File: src/rtl/mbus_read_ctl.sv
`timescale 1ns/1ps
// MBUS read controller: arbitrates two read requesters, runs one MBUS read cycle at a time.
// Latency: START one cycle after accept; each MBUS word is returned one cycle after capture.
// Backpressure: requesters see ready only in IDLE; responses are unthrottled one-cycle pulses.
module mbus_read_ctl #(
    parameter int TIMEOUT = 64
) (
    input  logic        clk,
    input  logic        reset,
    input  logic        req0_valid,
    input  logic [21:0] req0_adr,
    input  logic [3:0]  req0_rq,
    input  logic        req1_valid,
    input  logic [21:0] req1_adr,
    input  logic [3:0]  req1_rq,
    output logic        req0_ready,
    output logic        req1_ready,
    output logic        resp_valid,
    output logic        resp_id,
    output logic [35:0] resp_data,
    output logic [1:0]  resp_wo,
    output logic        resp_last,
    output logic        resp_nxm,
    output logic        resp_par_err,
    output logic        mb_start,
    output logic        mb_adr_hold,
    output logic [21:0] mb_adr,
    output logic [3:0]  mb_rq,
    input  logic        mb_ackn,
    input  logic        mb_in_valid,
    input  logic [35:0] mb_d,
    input  logic        mb_par
);

    localparam int CW = $clog2(TIMEOUT + 1);
    localparam logic [CW-1:0] TMO_LAST = CW'(TIMEOUT - 1);

    typedef enum logic [1:0] {IDLE, START, XFER} state_t;

    state_t        state;
    logic          last_gnt;      // 1: req1 was granted most recently, so req0 wins a tie
    logic [21:0]   adr_q;
    logic [3:0]    rq_q;
    logic          id_q;
    logic [1:0]    wo_q;
    logic [2:0]    remaining;
    logic [CW-1:0] tmo_cnt;

    logic          pick1;
    logic          accept;
    logic [21:0]   acc_adr;
    logic [3:0]    acc_rq;

    function automatic logic [2:0] popcount4(input logic [3:0] v);
        return 3'(v[0]) + 3'(v[1]) + 3'(v[2]) + 3'(v[3]);
    endfunction

    assign mb_adr = adr_q;
    assign mb_rq  = rq_q;

    // Round-robin arbitration; ready only while idle and out of reset
    always_comb begin
        pick1      = req1_valid && (!req0_valid || !last_gnt);
        req0_ready = (state == IDLE) && !reset && req0_valid && !pick1;
        req1_ready = (state == IDLE) && !reset && pick1;
        accept     = req0_ready || req1_ready;
        acc_adr    = pick1 ? req1_adr : req0_adr;
        acc_rq     = pick1 ? req1_rq  : req0_rq;
    end

    // Request FSM: latch on accept, run START/XFER, return words or an NXM abort
    always_ff @(posedge clk) begin
        if (reset) begin
            state        <= IDLE;
            last_gnt     <= 1'b1;
            adr_q        <= '0;
            rq_q         <= '0;
            id_q         <= 1'b0;
            wo_q         <= '0;
            remaining    <= '0;
            tmo_cnt      <= '0;
            resp_valid   <= 1'b0;
            resp_id      <= 1'b0;
            resp_data    <= '0;
            resp_wo      <= '0;
            resp_last    <= 1'b0;
            resp_nxm     <= 1'b0;
            resp_par_err <= 1'b0;
            mb_start     <= 1'b0;
            mb_adr_hold  <= 1'b0;
        end else begin
            resp_valid   <= 1'b0;
            resp_last    <= 1'b0;
            resp_nxm     <= 1'b0;
            resp_par_err <= 1'b0;
            case (state)
                IDLE: begin
                    if (accept) begin
                        last_gnt <= pick1;
                        // An empty word mask is consumed without touching the bus
                        if (acc_rq != 4'b0000) begin
                            adr_q       <= acc_adr;
                            rq_q        <= acc_rq;
                            id_q        <= pick1;
                            wo_q        <= acc_adr[1:0];
                            remaining   <= popcount4(acc_rq);
                            tmo_cnt     <= '0;
                            mb_start    <= 1'b1;
                            mb_adr_hold <= 1'b1;
                            state       <= START;
                        end
                    end
                end
                START, XFER: begin
                    if (mb_in_valid) begin
                        // A word may arrive together with the first ACKN
                        resp_valid   <= 1'b1;
                        resp_id      <= id_q;
                        resp_data    <= mb_d;
                        resp_wo      <= wo_q;
                        resp_par_err <= (^mb_d) != mb_par;
                        resp_last    <= (remaining == 3'd1);
                        wo_q         <= wo_q + 2'd1;
                        remaining    <= remaining - 3'd1;
                        tmo_cnt      <= '0;
                        if (remaining == 3'd1) begin
                            state       <= IDLE;
                            mb_start    <= 1'b0;
                            mb_adr_hold <= 1'b0;
                        end else if (mb_ackn) begin
                            state    <= XFER;
                            mb_start <= 1'b0;
                        end
                    end else if (mb_ackn) begin
                        tmo_cnt  <= '0;
                        state    <= XFER;
                        mb_start <= 1'b0;
                    end else if (tmo_cnt == TMO_LAST) begin
                        // No memory answered: abort with a single zero-data NXM response
                        resp_valid  <= 1'b1;
                        resp_id     <= id_q;
                        resp_data   <= '0;
                        resp_wo     <= wo_q;
                        resp_last   <= 1'b1;
                        resp_nxm    <= 1'b1;
                        state       <= IDLE;
                        mb_start    <= 1'b0;
                        mb_adr_hold <= 1'b0;
                    end else begin
                        tmo_cnt <= tmo_cnt + 1'b1;
                    end
                end
                default: state <= IDLE;
            endcase
        end
    end

endmodule

File: config.mk
export PLATFORM = sky130hd
export DESIGN_NAME = mbus_read_ctl
export DESIGN_NICKNAME = d
export VERILOG_FILES = /design/src/rtl/mbus_read_ctl.sv
export SDC_FILE = /design/constraint.sdc
export NUM_CORES = 1
export LEC_CHECK = 0
export ABC_AREA = 1
export CORE_ASPECT_RATIO = 0.8
export CORE_MARGIN = 1.5
export CORE_UTILIZATION = 44
export CTS_CLUSTER_DIAMETER = 80
export DETAILED_ROUTE_END_ITERATION = 8
export GPL_ROUTABILITY_DRIVEN = 0
export PLACE_DENSITY_LB_ADDON = 0.25
export REMOVE_ABC_BUFFERS = 1
export SKIP_LAST_GASP = 1
export SLEW_MARGIN = 30
export SYNTH_ARGS = -nofsm -noshare
export SYNTH_HDL_FRONTEND = slang
export SYNTH_SLANG_ARGS = --single-unit
File: constraint.sdc
create_clock -name clk -period 3.2 [get_ports clk]
set_input_delay 0.96 -clock clk [delete_from_list [all_inputs] [get_ports clk]]
set_output_delay 0.96 -clock clk [all_outputs]
set_load 0.1 [all_outputs]
==> metrics.yaml <==
timing:
  fin_ws_ns: 0.0793
  drv_slew: 0
  layout_min_cycle_time_ns: 3.12
  setup-violations-final: 0
  finalClockSkew_ns: 0.00623
  hold_ws_ns: 0.459
  tightest_slew_ns: 0.873
  hold_violations: 0
  max_freq_ghz: 0.320
  rsz0062_at_grt: "false"
  max_slew_margin: 0.418
  min_period_over_period: 0.975
placed_design:
  dp_worst_setup_slack_ns: -0.113
  port_buffers: 167
  place_hpwl_um: 8570
  dp.cells: 906
setup_path:
  worst_path_most_repeated_cell: "buf_12"
  required_ns: 2.24
  critPathMaxStageDelay_ns: 0.43
  path_cells: "clkdlybuf4s50_1, nand2_1, nand2_2, buf_12, nor2_1, buf_12"
  arrival_ns: 2.16
  endpoint_kind: "output port"
  crit_type: "in -> out"
  cp_max_fo: 8
  cpMaxStageDelayCell: "clkdlybuf4s50_1"
  startpoint_type: "input pin"
power:
  p_per_area_nw_per_um2: 862
  ir_worst_vdd_uv: 511
  cellLeakagePower_uw: 0.00283
synth:
  synth_seq_cells: 87
  syn_area_um2: 4370
  synth_largest_area_cell: "dfxtp_1"
  synth-compound-area-share: 0.167
  synth_edf_count: 0
  synth_xor_area_frac: 0.0522
  synth.top_cells.by_count: "nand2_1 (202), dfxtp_1 (87), o21ai_0 (60)"
  syn_avg_cell_area_um2: 7.04
  synth_warnings: 0
  synthTopCellsByArea: "dfxtp_1 (40%), nand2_1 (17%), o21ai_0 (6.9%)"
  ys_types: 37
  synth_top_area_share: 0.399
  synth-simple-area-share: 0.273
  seq_area_frac_synth: 0.399
  netlist_instances: 620
  synth_top_family_by_area: "simple AND/OR/NAND/NOR gates"
  synth_mux_area_frac: 0.00459
  async_reset_ff_frac: 0
  synth-adder-area-share: 0.0275
  synth_flop_cell: "dfxtp_1"
  yosysMostFrequentCell: "nand2_1"
layout:
  nNetsFinal: 885
  diodes: 0
  final_cell_count_no_fill: 922
  drive_above_1_share: 0.159
  area_delta_synth_final_pct: 44.8
die:
  coreArea_um2: 9650
  initial_core_util: 0.452
  rows: 32
  die_area_um2: 10500
  die_w_um: 114
  ios: 168
  die_y_um: 92.1
clock_network:
  clock_sinks: 87
  cts_inserted_buffers: 9
  clk_latency_ns: 0.34
  cts_root_buffer: "clkbuf_16"
  cts_tree: "built"
  path_clk_slew_ns: 0.06
  cts.hold.buffers_added: 0
  cts_setup_buffers: 0
  clockBufferDepth: 2
  ctsResizeCount: 1
  htreeDepth: 3
route:
  drt_pass1_iterations: 5
  drcViolationCount: 0
  drt_iter0_drc: 241
  viasPerCell: 4.90
  vias: 4518
  wirelength_um: 11700
  route.antenna.remaining_nets: 0
  routedWlPerCell_um: 12.7
hold_path:
  hp-class: "reg -> reg"
global_routing:
  grt_pass1_vias: 4290
  grt-ovfl-total: 0
  grt_max_degree: 94
  antenna_found_initial: 0
  grt_pass1_wl_um: 19400
  grt_usage: 0.227
flow_run:
  cap_violations: 0
outcome:
  status: "complete, no violations"
worst max-delay path: cells and delay by family:
kind	cells	cell delay [ns]
buf+inv	3	0.80
simple gates	3	0.41
through the flow:
stage          cell area, um2  utilization  total power, uW  TNS (ns)
2_1_floorplan            4210            -             3640     -3.20
3_3_place_gp             6010        0.623             4330         0
3_5_place_dp             6010        0.623             4380    -0.125
4_1_cts                  6320        0.655             5480         0
5_1_grt                  6320        0.655             5740         0
6_report                 6320        0.655             5450         0
area by class of cell:
type	count	area (um2)
Timing Repair Buffer	180	1620
Inverter	49	184
Sequential cell	87	1740
Tap cell	136	170
Fill cell	826	3330
Clock buffer	13	270
Multi-Input combinational cell	454	2290
Clock inverter	3	40.0
power by group:
part / leakage [uW] / switching [uW] / internal [uW] / total [uW]
clock: 0.000156 / 411 / 666 / 1080
combinational: 0.00196 / 2230 / 719 / 2950
sequential: 0.000711 / 112 / 1320 / 1430
total: 0.00283 / 2750 / 2700 / 5450
metal layers:
layer  vias to the layer above  GRT usage  routed length [um]
li1                       2336          -                   -
met1                      2060      0.275                5240
met2                       102      0.395                5710
met3                        20     0.0601                 583
met4                         0     0.0625                 210
met5                         -          0                   0
cells in the final DEF, fill, tap and decap left out, drive strengths merged:
cell / netlist / routed
nand2: 208 / 208
clkdlybuf4s50: 0 / 94
dfxtp: 87 / 87
buf: 10 / 86
o21ai: 78 / 78
inv: 49 / 49
nand3: 47 / 47
nor2: 25 / 25
a21oi: 23 / 23
a31oi: 22 / 22
xnor2: 15 / 15
clkbuf: 20 / 13
xor2: 11 / 11
ha: 8 / 8
a211oi: 4 / 4
nor3: 3 / 3
mux2i: 2 / 2
nand2b: 2 / 2
clkinv: 0 / 2
or2: 1 / 1
o31ai: 1 / 1
a21boi: 1 / 1
o211ai: 1 / 1
nand4: 1 / 1
fa: 1 / 1
bufinv: 0 / 1
path summary, 6_finish.rpt:
path	to	from	slack, ns	cells after the start
setup / recovery	req1_ready	req0_valid	0.08	6
hold / removal	mb_adr_hold	mb_adr_hold	0.46	2
setup reg to reg	state[1]	state[0]	0.96	12
hold reg to reg	mb_adr_hold	mb_adr_hold	0.46	2
state kept, by name, summed over array words and instances, names as in the netlist:
register / cells
id_q: 1
last_gnt: 1
mb_adr: 22
mb_adr_hold: 1
mb_rq: 4
mb_start: 1
remaining: 3
resp_data: 36
resp_id: 1
resp_last: 1
resp_nxm: 1
resp_par_err: 1
resp_valid: 1
resp_wo: 2
state: 2
tmo_cnt: 7
wo_q: 2
cell families (layout without fill, tap and decap cells):
logic type                 count (synthesis)  count (layout)
DFF                                       87              87
AOI/OAI and AO/OA                        130             130
xor gates and xnor gates                  26              26
buffers and inverters                     79             245
adders and majority gates                  9               9
muxes                                      2               2
and+or+nand+nor                          287             287
No activity file was read; power rests on OpenSTA's default activity.
